[src/rtl/axi_write_mngr_p_if.sv]
`default_nettype none
// ============================================================================
// Module   : axi_write_mngr_p_if
// Purpose  : Bus request/grant plus AXI AW/W/B channels of the write manager
// Revision : 1.0
// ============================================================================
interface axi_write_mngr_p_if #(
    parameter int DATA_W = 32
);
    logic                  req_rq;
    logic                  gnt_rq;
    logic                  awvalid;
    logic                  awready;
    logic [3:0]            awid;
    logic [31:0]           awaddr;
    logic [7:0]            awlen;
    logic [5:0]            awatop;
    logic                  wvalid;
    logic                  wready;
    logic [DATA_W-1:0]     wdata;
    logic [DATA_W/8-1:0]   wstrb;
    logic                  wlast;
    logic                  bvalid;
    logic                  bready;
    logic [3:0]            bid;
    logic [1:0]            bresp;

    modport master (
        output req_rq, input gnt_rq,
        output awvalid, input awready, output awid, output awaddr, output awlen, output awatop,
        output wvalid, input wready, output wdata, output wstrb, output wlast,
        input bvalid, output bready, input bid, input bresp
    );

    modport slave (
        input req_rq, output gnt_rq,
        input awvalid, output awready, input awid, input awaddr, input awlen, input awatop,
        input wvalid, output wready, input wdata, input wstrb, input wlast,
        output bvalid, input bready, output bid, output bresp
    );
endinterface
`default_nettype wire

[src/rtl/axi_write_mngr_p.sv]
`default_nettype none
// ============================================================================
// Module   : axi_write_mngr_p
// Purpose  : Issues one AXI write burst at a time and tracks its B responses
// Revision : 1.0
// ============================================================================
module axi_write_mngr_p #(
    parameter logic [1:0] M_ID   = 2'b00,
    parameter int         DATA_W = 32,
    parameter int         BEATS  = 4,
    parameter int         OUTST  = 4
) (
    input  logic                       clk,
    input  logic                       rst,
    axi_write_mngr_p_if.master         bus,
    input  logic                       wstart_rq,
    input  logic [31:0]                win_addr,
    input  logic [BEATS*DATA_W-1:0]    in_wdata,
    input  logic [BEATS*DATA_W/8-1:0]  in_wstrb,
    output logic                       wbusy,
    output logic                       finish_wresp,
    output logic [3:0]                 finish_id,
    output logic                       finish_err,
    output logic                       stray_b,
    output logic [2:0]                 outst_cnt
);
    localparam int             STRB_W    = DATA_W / 8;
    localparam int             BW        = (BEATS > 1) ? $clog2(BEATS) : 1;
    localparam int             IW        = (OUTST > 1) ? $clog2(OUTST) : 1;
    localparam logic [BW-1:0]  LAST_BEAT = BW'(BEATS - 1);
    localparam logic [2:0]     OUTST_MAX = 3'(OUTST);
    localparam logic [7:0]     AW_LEN    = 8'(BEATS - 1);

    typedef enum logic [1:0] {
        ST_IDLE = 2'd0,
        ST_REQ  = 2'd1,
        ST_ADDR = 2'd2,
        ST_DATA = 2'd3
    } state_t;

    state_t                    state_q, state_d;
    logic [1:0]                seq_q, seq_d;
    logic [3:0]                id_q, id_d;
    logic [31:0]               addr_q, addr_d;
    logic [BEATS*DATA_W-1:0]   data_q, data_d;
    logic [BEATS*STRB_W-1:0]   strb_q, strb_d;
    logic [BW-1:0]             beat_q, beat_d;
    logic [OUTST-1:0]          vld_q, vld_d;
    logic [OUTST-1:0][3:0]     tid_q, tid_d;
    logic                      fin_q, fin_d;
    logic                      ferr_q, ferr_d;
    logic                      stray_q, stray_d;
    logic [3:0]                fid_q, fid_d;

    logic                      w_accept;
    logic                      w_aw_hs;
    logic                      w_w_hs;
    logic                      w_last;
    logic                      w_b_hs;
    logic                      w_hit;
    logic                      w_free_ok;
    logic [IW-1:0]             w_hit_idx;
    logic [IW-1:0]             w_free_idx;
    logic [2:0]                w_cnt;
    logic [DATA_W-1:0]         w_wdata;
    logic [STRB_W-1:0]         w_wstrb;

    always_comb begin
        w_cnt = 3'd0;
        for (int i = 0; i < OUTST; i++) begin
            w_cnt = w_cnt + 3'(vld_q[i]);
        end
    end

    assign wbusy     = (state_q != ST_IDLE) | (w_cnt == OUTST_MAX);
    assign w_accept  = wstart_rq & ~wbusy;
    assign w_aw_hs   = (state_q == ST_ADDR) & bus.awready;
    assign w_w_hs    = (state_q == ST_DATA) & bus.wready;
    assign w_last    = (beat_q == LAST_BEAT);
    assign w_b_hs    = bus.bvalid & bus.bready;

    // Select the current beat's slice without a variable part-select
    always_comb begin
        w_wdata = '0;
        w_wstrb = '0;
        for (int k = 0; k < BEATS; k++) begin
            if (beat_q == BW'(k)) begin
                w_wdata = data_q[k*DATA_W +: DATA_W];
                w_wstrb = strb_q[k*STRB_W +: STRB_W];
            end
        end
    end

    assign bus.req_rq  = (state_q != ST_IDLE);
    assign bus.awvalid = (state_q == ST_ADDR);
    assign bus.awid    = id_q;
    assign bus.awaddr  = addr_q;
    assign bus.awlen   = AW_LEN;
    assign bus.awatop  = 6'd0;
    assign bus.wvalid  = (state_q == ST_DATA);
    assign bus.wdata   = w_wdata;
    assign bus.wstrb   = w_wstrb;
    assign bus.wlast   = (state_q == ST_DATA) & w_last;
    assign bus.bready  = (w_cnt != 3'd0);

    assign finish_wresp = fin_q;
    assign finish_id    = fid_q;
    assign finish_err   = ferr_q;
    assign stray_b      = stray_q;
    assign outst_cnt    = w_cnt;

    always_comb begin
        state_d = state_q;
        seq_d   = seq_q;
        id_d    = id_q;
        addr_d  = addr_q;
        data_d  = data_q;
        strb_d  = strb_q;
        beat_d  = beat_q;
        case (state_q)
            ST_IDLE: begin
                if (w_accept) begin
                    state_d = ST_REQ;
                    id_d    = {M_ID, seq_q};
                    seq_d   = seq_q + 2'd1;
                    addr_d  = win_addr;
                    data_d  = in_wdata;
                    strb_d  = in_wstrb;
                    beat_d  = '0;
                end
            end
            ST_REQ: begin
                if (bus.gnt_rq) state_d = ST_ADDR;
            end
            ST_ADDR: begin
                if (w_aw_hs) state_d = ST_DATA;
            end
            ST_DATA: begin
                if (w_w_hs) begin
                    if (w_last) begin
                        state_d = ST_IDLE;
                        beat_d  = '0;
                    end else begin
                        beat_d  = beat_q + BW'(1);
                    end
                end
            end
            default: state_d = ST_IDLE;
        endcase
    end

    // Lookups use the pre-edge table so a same-cycle free never feeds the allocation
    always_comb begin
        w_hit      = 1'b0;
        w_hit_idx  = '0;
        w_free_ok  = 1'b0;
        w_free_idx = '0;
        for (int i = 0; i < OUTST; i++) begin
            if (!w_hit && vld_q[i] && (tid_q[i] == bus.bid)) begin
                w_hit     = 1'b1;
                w_hit_idx = IW'(i);
            end
            if (!w_free_ok && !vld_q[i]) begin
                w_free_ok  = 1'b1;
                w_free_idx = IW'(i);
            end
        end
    end

    always_comb begin
        vld_d   = vld_q;
        tid_d   = tid_q;
        fin_d   = 1'b0;
        ferr_d  = 1'b0;
        stray_d = 1'b0;
        fid_d   = fid_q;
        if (w_b_hs) begin
            if (w_hit) begin
                vld_d[w_hit_idx] = 1'b0;
                fin_d            = 1'b1;
                fid_d            = bus.bid;
                ferr_d           = (bus.bresp != 2'b00);
            end else begin
                stray_d          = 1'b1;
            end
        end
        if (w_aw_hs && w_free_ok) begin
            vld_d[w_free_idx] = 1'b1;
            tid_d[w_free_idx] = id_q;
        end
    end

    always_ff @(posedge clk or posedge rst) begin
        if (rst) begin
            state_q <= ST_IDLE;
            seq_q   <= 2'd0;
            id_q    <= 4'd0;
            addr_q  <= 32'd0;
            data_q  <= '0;
            strb_q  <= '0;
            beat_q  <= '0;
            vld_q   <= '0;
            tid_q   <= '0;
            fin_q   <= 1'b0;
            ferr_q  <= 1'b0;
            stray_q <= 1'b0;
            fid_q   <= 4'd0;
        end else begin
            state_q <= state_d;
            seq_q   <= seq_d;
            id_q    <= id_d;
            addr_q  <= addr_d;
            data_q  <= data_d;
            strb_q  <= strb_d;
            beat_q  <= beat_d;
            vld_q   <= vld_d;
            tid_q   <= tid_d;
            fin_q   <= fin_d;
            ferr_q  <= ferr_d;
            stray_q <= stray_d;
            fid_q   <= fid_d;
        end
    end
endmodule
`default_nettype wire

[src/flat_wrapper.sv]
// flat-port wrapper written by rule: the top's interface ports become plain ports
module axi_write_mngr_p_flat 
#(
    parameter logic [1:0] M_ID   = 2'b00,
    parameter int         DATA_W = 32,
    parameter int         BEATS  = 4,
    parameter int         OUTST  = 4
)
  (clk, rst, wstart_rq, win_addr, in_wdata, in_wstrb, wbusy, finish_wresp, finish_id, finish_err, stray_b, outst_cnt, bus_req_rq, bus_gnt_rq, bus_awvalid, bus_awready, bus_awid, bus_awaddr, bus_awlen, bus_awatop, bus_wvalid, bus_wready, bus_wdata, bus_wstrb, bus_wlast, bus_bvalid, bus_bready, bus_bid, bus_bresp);
  axi_write_mngr_p_if #(.DATA_W(DATA_W)) bus_i ();
  input  logic clk;
  input  logic rst;
  input  logic wstart_rq;
  input  logic [31:0] win_addr;
  input  logic [BEATS*DATA_W-1:0] in_wdata;
  input  logic [BEATS*DATA_W/8-1:0] in_wstrb;
  output logic wbusy;
  output logic finish_wresp;
  output logic [3:0] finish_id;
  output logic finish_err;
  output logic stray_b;
  output logic [2:0] outst_cnt;
  output wire logic [$bits(bus_i.req_rq)-1:0] bus_req_rq;
  input wire logic [$bits(bus_i.gnt_rq)-1:0] bus_gnt_rq;
  output wire logic [$bits(bus_i.awvalid)-1:0] bus_awvalid;
  input wire logic [$bits(bus_i.awready)-1:0] bus_awready;
  output wire logic [$bits(bus_i.awid)-1:0] bus_awid;
  output wire logic [$bits(bus_i.awaddr)-1:0] bus_awaddr;
  output wire logic [$bits(bus_i.awlen)-1:0] bus_awlen;
  output wire logic [$bits(bus_i.awatop)-1:0] bus_awatop;
  output wire logic [$bits(bus_i.wvalid)-1:0] bus_wvalid;
  input wire logic [$bits(bus_i.wready)-1:0] bus_wready;
  output wire logic [$bits(bus_i.wdata)-1:0] bus_wdata;
  output wire logic [$bits(bus_i.wstrb)-1:0] bus_wstrb;
  output wire logic [$bits(bus_i.wlast)-1:0] bus_wlast;
  input wire logic [$bits(bus_i.bvalid)-1:0] bus_bvalid;
  output wire logic [$bits(bus_i.bready)-1:0] bus_bready;
  input wire logic [$bits(bus_i.bid)-1:0] bus_bid;
  input wire logic [$bits(bus_i.bresp)-1:0] bus_bresp;
  assign bus_req_rq = bus_i.req_rq;
  assign bus_i.gnt_rq = bus_gnt_rq;
  assign bus_awvalid = bus_i.awvalid;
  assign bus_i.awready = bus_awready;
  assign bus_awid = bus_i.awid;
  assign bus_awaddr = bus_i.awaddr;
  assign bus_awlen = bus_i.awlen;
  assign bus_awatop = bus_i.awatop;
  assign bus_wvalid = bus_i.wvalid;
  assign bus_i.wready = bus_wready;
  assign bus_wdata = bus_i.wdata;
  assign bus_wstrb = bus_i.wstrb;
  assign bus_wlast = bus_i.wlast;
  assign bus_i.bvalid = bus_bvalid;
  assign bus_bready = bus_i.bready;
  assign bus_i.bid = bus_bid;
  assign bus_i.bresp = bus_bresp;
  axi_write_mngr_p #(.M_ID(M_ID), .DATA_W(DATA_W), .BEATS(BEATS), .OUTST(OUTST)) u_core (.clk(clk), .rst(rst), .bus(bus_i), .wstart_rq(wstart_rq), .win_addr(win_addr), .in_wdata(in_wdata), .in_wstrb(in_wstrb), .wbusy(wbusy), .finish_wresp(finish_wresp), .finish_id(finish_id), .finish_err(finish_err), .stray_b(stray_b), .outst_cnt(outst_cnt));
endmodule
[config.mk]
export PLATFORM = sky130hd
export DESIGN_NAME = axi_write_mngr_p_flat
export DESIGN_NICKNAME = d
export VERILOG_FILES = /design/src/rtl/axi_write_mngr_p_if.sv /design/src/rtl/axi_write_mngr_p.sv /design/src/flat_wrapper.sv
export SDC_FILE = /design/constraint.sdc
export NUM_CORES = 1
export LEC_CHECK = 0
export CAP_MARGIN = 20
export CORE_AREA = 2 2 146 148
export DETAILED_ROUTE_END_ITERATION = 16
export DIE_AREA = 0 0 148 150
export GPL_TIMING_DRIVEN = 0
export PLACE_DENSITY = 0.76
export SLEW_MARGIN = 20
export SYNTH_ARGS = -nofsm -noshare
export SYNTH_HDL_FRONTEND = slang
export SYNTH_SLANG_ARGS = --single-unit
[constraint.sdc]
create_clock -name clk -period 9 [get_ports clk]
set_input_delay 1.8 -clock clk [delete_from_list [all_inputs] [get_ports clk]]
set_output_delay 1.8 -clock clk [all_outputs]
set_load 0.005 [all_outputs]
==> results by stage <==
STA:
- The final-report max-slew violation count is 0.
- Derived from the worst setup path, the maximum achievable clock frequency is 198 MHz.
- The shortest clock period the worst path allows after layout is 5.05 ns.
- The worst slew margin relative to its limit is 53.1%.
- Setup repair after global routing left no endpoint under its margin.
- The clock skew after layout is 0.00821 ns.
- The minimum setup slack in the final design is 3.95 ns.
- The setup TNS after final layout is 0 ns.
- The transition at the pin with the smallest max-transition slack is 0.704 ns.
- The number of hold violations in the final report is 0.
- The number of setup violations in the final report is 0.
- In the finished design, the share of the clock period the worst path needs comes to 56.1%.

CTS:
- The post-cts gate resize count is 0.
- The maximum buffer depth of the clock tree is 3.
- Clock-pin slew was measured on the worst setup and hold paths at 0.06 ns.
- Clock tree synthesis found a total of 203 sinks.
- The CTS root buffer is sky130_fd_sc_hd__clkbuf_16.
- The number of buffers added by the clock tree synthesis step is 23.
- The TritonCTS clock tree is done.
- In this run the number of H-tree levels came out at 1.
- The clock reaches the later pin of the worst-skew pair after 0.50 ns.
- The count of hold-fix buffers inserted at cts is 0.
- The number of buffers inserted to repair setup after CTS is 0.

Yosys:
- Of all flip-flops after synthesis, the portion carrying an async set or reset was 100%.
- The share of the yosys chip area belonging to registers is 53.4%.
- The synthesized instance count is 1,143.
- The number of enable flip-flop cells after synthesis is 0.
- For this run, the leading register cell type out of synthesis is sky130_fd_sc_hd__dfrtp_1.
- The area share of the leading cell type in the synthesized netlist is 53.4%.
- The Yosys step of the flow raised 0 warnings.
- By area the synthesized netlist is led by sky130_fd_sc_hd__dfrtp_1 53%, sky130_fd_sc_hd__nand2_1 24%, sky130_fd_sc_hd__a21oi_1 3.9%.
- Summed over all instances, the cell type with the most area after synthesis is sky130_fd_sc_hd__dfrtp_1.
- After synthesis, the mean cell area works out to 8.32 µm².
- The synthesized design contains 203 register bits.
- After synthesis, the netlist uses 43 different library cells.
- The cell area after technology mapping is 0.00950 mm².
- Among all cell types in the netlist, the one instantiated most often is sky130_fd_sc_hd__nand2_1.
- Counting instances in the post-synthesis netlist gives the leading cell types as 615 x sky130_fd_sc_hd__nand2_1, 203 x sky130_fd_sc_hd__dfrtp_1, 74 x sky130_fd_sc_hd__a21oi_1, 43 x sky130_fd_sc_hd__o21ai_0, 36 x sky130_fd_sc_hd__nand3b_1.

Detailed routing:
- Summed over all layers, the routed wires come to 28.7 mm.
- The ratio of routed vias to standard cells is 4.90.
- The first routing iteration left 370 violations.
- After detailed routing, the average wire length per cell comes to 16.4 µm.
- The total via count in the routed design is 8,564.
- The detailed-route DRC error count is 0.
- Once detail routing completed, the nets flagged for antenna violations numbered 0.
- The length of the first detailed-routing pass in iterations is 5.

Critical path:
- The library cell appearing most often on the critical path is sky130_fd_sc_hd__a21oi_1.
- In this run the worst path has a maximum fanout of 10.
- Walking the worst path, the cells encountered are inv_1 > ha_1 > buf_2 > clkbuf_1 > nand3b_1 > a21oi_1 > a21oi_1 > o21ai_0 > clkdlybuf4s50_1.
- The cell family contributing the most delay on the critical path is buffers and inverters.
- The kind of critical path is reg2out.
- STA classifies the critical path startpoint as a flip-flop.
- The cell with the largest stage delay on the worst path is sky130_fd_sc_hd__clkbuf_1.
- For the worst setup path, the data required time is 7.20 ns.
- In this design, the stage delay of the slowest critical-path cell is 0.57 ns.
- Data on the critical path arrives at its endpoint at 3.25 ns.
- STA classifies the critical path endpoint as an output port.
- Counting both buffers and inverters, the worst setup path holds a total of 4.

GRT:
- For met3 alone, demand over resource in global routing was 7.26%.
- The number of global-route vias before repair is 8,683.
- Global routing consumed, over all layers together, 26.0% of the routing resources.
- For met1 alone, demand over resource in global routing was 31.8%.
- The global routing stage identified its most utilized layer as met2.
- The first global-routing pass estimated 45.5 mm of wire.
- Entering global routing, the biggest net connects 92 pins.
- The met2 routing resource usage after global routing is 45.9%.
- The initial antenna violation count is 2.
- The overall overflow remaining after global route is 0.

Cells and area:
- The count of nets after finishing is 1,659.
- The synthesis-to-finish area growth is 41.0%.
- After filler insertion, the fill cell instance count of the layout stands at 1,786.
- The fraction of final layout cells sized beyond drive strength 1 is 6.93%.
- Once layout is done, the placed cells without fillers occupy 0.0134 mm².
- Leaving out filler cells and counting taps, the final layout contains 1,749.

Place:
- The HPWL after detailed placement is 21.0 mm.
- In this run the cell area measured after placement is 0.0127 mm².
- OpenSTA, run right after detailed placement, puts the worst setup slack at 4.45 ns.
- The placer's final routability congestion estimate is 0.843.
- The total instance count after detailed placement is 1,706.
- In this run the tool buffered the top-level ports with 272 buffer cells.

Floorplan:
- The total number of placement rows is 53.
- The die is 148 µm wide.
- The area of the core is 0.0207 mm².
- The die covers 0.0222 mm².
- The initial core utilization is 45.9%.
- The die boundary height is 150 µm.
- For this design the top-level I/O count stands at 291.

Power and ir drop:
- The maximum ir drop on the vdd rail is 0.204 mV.
- The ratio of total power to cell area is 337 mW/mm².
- For this design the static power due to leakage is 6.44 nW.
- The completed layout was analyzed and its total power is 4.52 mW.

Run:
- The max capacitance violation total is 0.

Run status:
- The flow ran to the end, and the final reports show no timing, DRC or antenna violations.

Worst hold path:
- The path class of the tightest hold or removal check is reg2reg.
[flip-flops by register name, indices dropped and copies added (netlist names)]
name	count
u_core.beat_q	2
u_core.finish_err	1
u_core.stray_b	1
u_core.finish_wresp	1
u_core.tid_q	8
u_core.vld_q	4
u_core.finish_id	4
u_core.data_q	128
u_core.state_q	2
u_core.bus.awid	2
u_core.bus.awaddr	32
u_core.strb_q	16
u_core.seq_q	2
[cell usage in the layout, fill, tap and decap left out, types with 16 or more instances in the layout]
cell | Yosys | layout
sky130_fd_sc_hd__a21oi_1 | 74 | 74
sky130_fd_sc_hd__buf_2 | 16 | 16
sky130_fd_sc_hd__buf_4 | 16 | 16
sky130_fd_sc_hd__buf_6 | 16 | 16
sky130_fd_sc_hd__clkbuf_1 | 26 | 33
sky130_fd_sc_hd__clkbuf_16 | 0 | 23
sky130_fd_sc_hd__clkdlybuf4s50_1 | 0 | 272
sky130_fd_sc_hd__conb_1 | 2 | 16
sky130_fd_sc_hd__dfrtp_1 | 203 | 203
sky130_fd_sc_hd__nand2_1 | 615 | 615
sky130_fd_sc_hd__nand3b_1 | 36 | 36
sky130_fd_sc_hd__o21ai_0 | 43 | 43
[per-stage QoR]
stage	util (%)	hold slack (ns)
3_3_place_gp	61.0	0.457
2_1_floorplan	-	0.446
6_report	64.8	0.472
5_1_grt	64.8	0.487
4_1_cts	64.8	0.476
3_5_place_dp	61.3	0.462
[where the power goes]
part	switching, mW	internal [mW]
Sequential	0.249	1.33
Combinational	1.03	1.03
Clock	0.363	0.520
Total	1.64	2.88
[layer usage]
metal	vias to the layer above	part of all wire, %	routed length, µm
met5	-	0	0
met4	0	2.1	597
met3	37	9.3	2670
met2	316	49	14100
met1	4008	40	11400
li1	4203	-	-
[logic make-up (layout without fill, tap and decap cells)]
kind of cell / Yosys count / count (layout) / synth area share (%)
other cells: 2 / 18 / 0.0790
compound gates: 129 / 129 / 7.60
flops: 203 / 203 / 53.4
mux: 10 / 10 / 1.18
buf+inv: 97 / 412 / 5.94
fa+ha+maj: 14 / 14 / 1.92
xor+xnor: 8 / 8 / 0.737
simple gates: 680 / 680 / 29.1
[final timing paths]
kind / startpoint / end / slack, ns / cells past startpoint
max in group asynchronous: rst / u_core.finish_id[2] / 6.63 / 3
max: u_core.beat_q[0] / bus_wstrb[0] / 3.95 / 9
max reg2reg: u_core.vld_q[0] / u_core.data_q[121] / 6.00 / 10
min: u_core.seq_q[0] / u_core.seq_q[0] / 0.47 / 1
min in group asynchronous: rst / u_core.bus.awaddr[26] / 1.65 / 2
min reg2reg: u_core.seq_q[0] / u_core.seq_q[0] / 0.47 / 1
[layout make-up]
cell class | count | area, µm² | area share [%]
clock buffer | 36 | 684 | 5.11
clock inverter | 5 | 28.8 | 0.215
tap | 275 | 344 | 2.57
inverter | 12 | 52.6 | 0.392
antenna | 2 | 5.00 | 0.0373
multi-input combinational | 857 | 3910 | 29.2
buffer | 85 | 519 | 3.87
timing repair buffer | 274 | 2780 | 20.7
sequential | 203 | 5080 | 37.9
(Power assumes the default switching activity.)
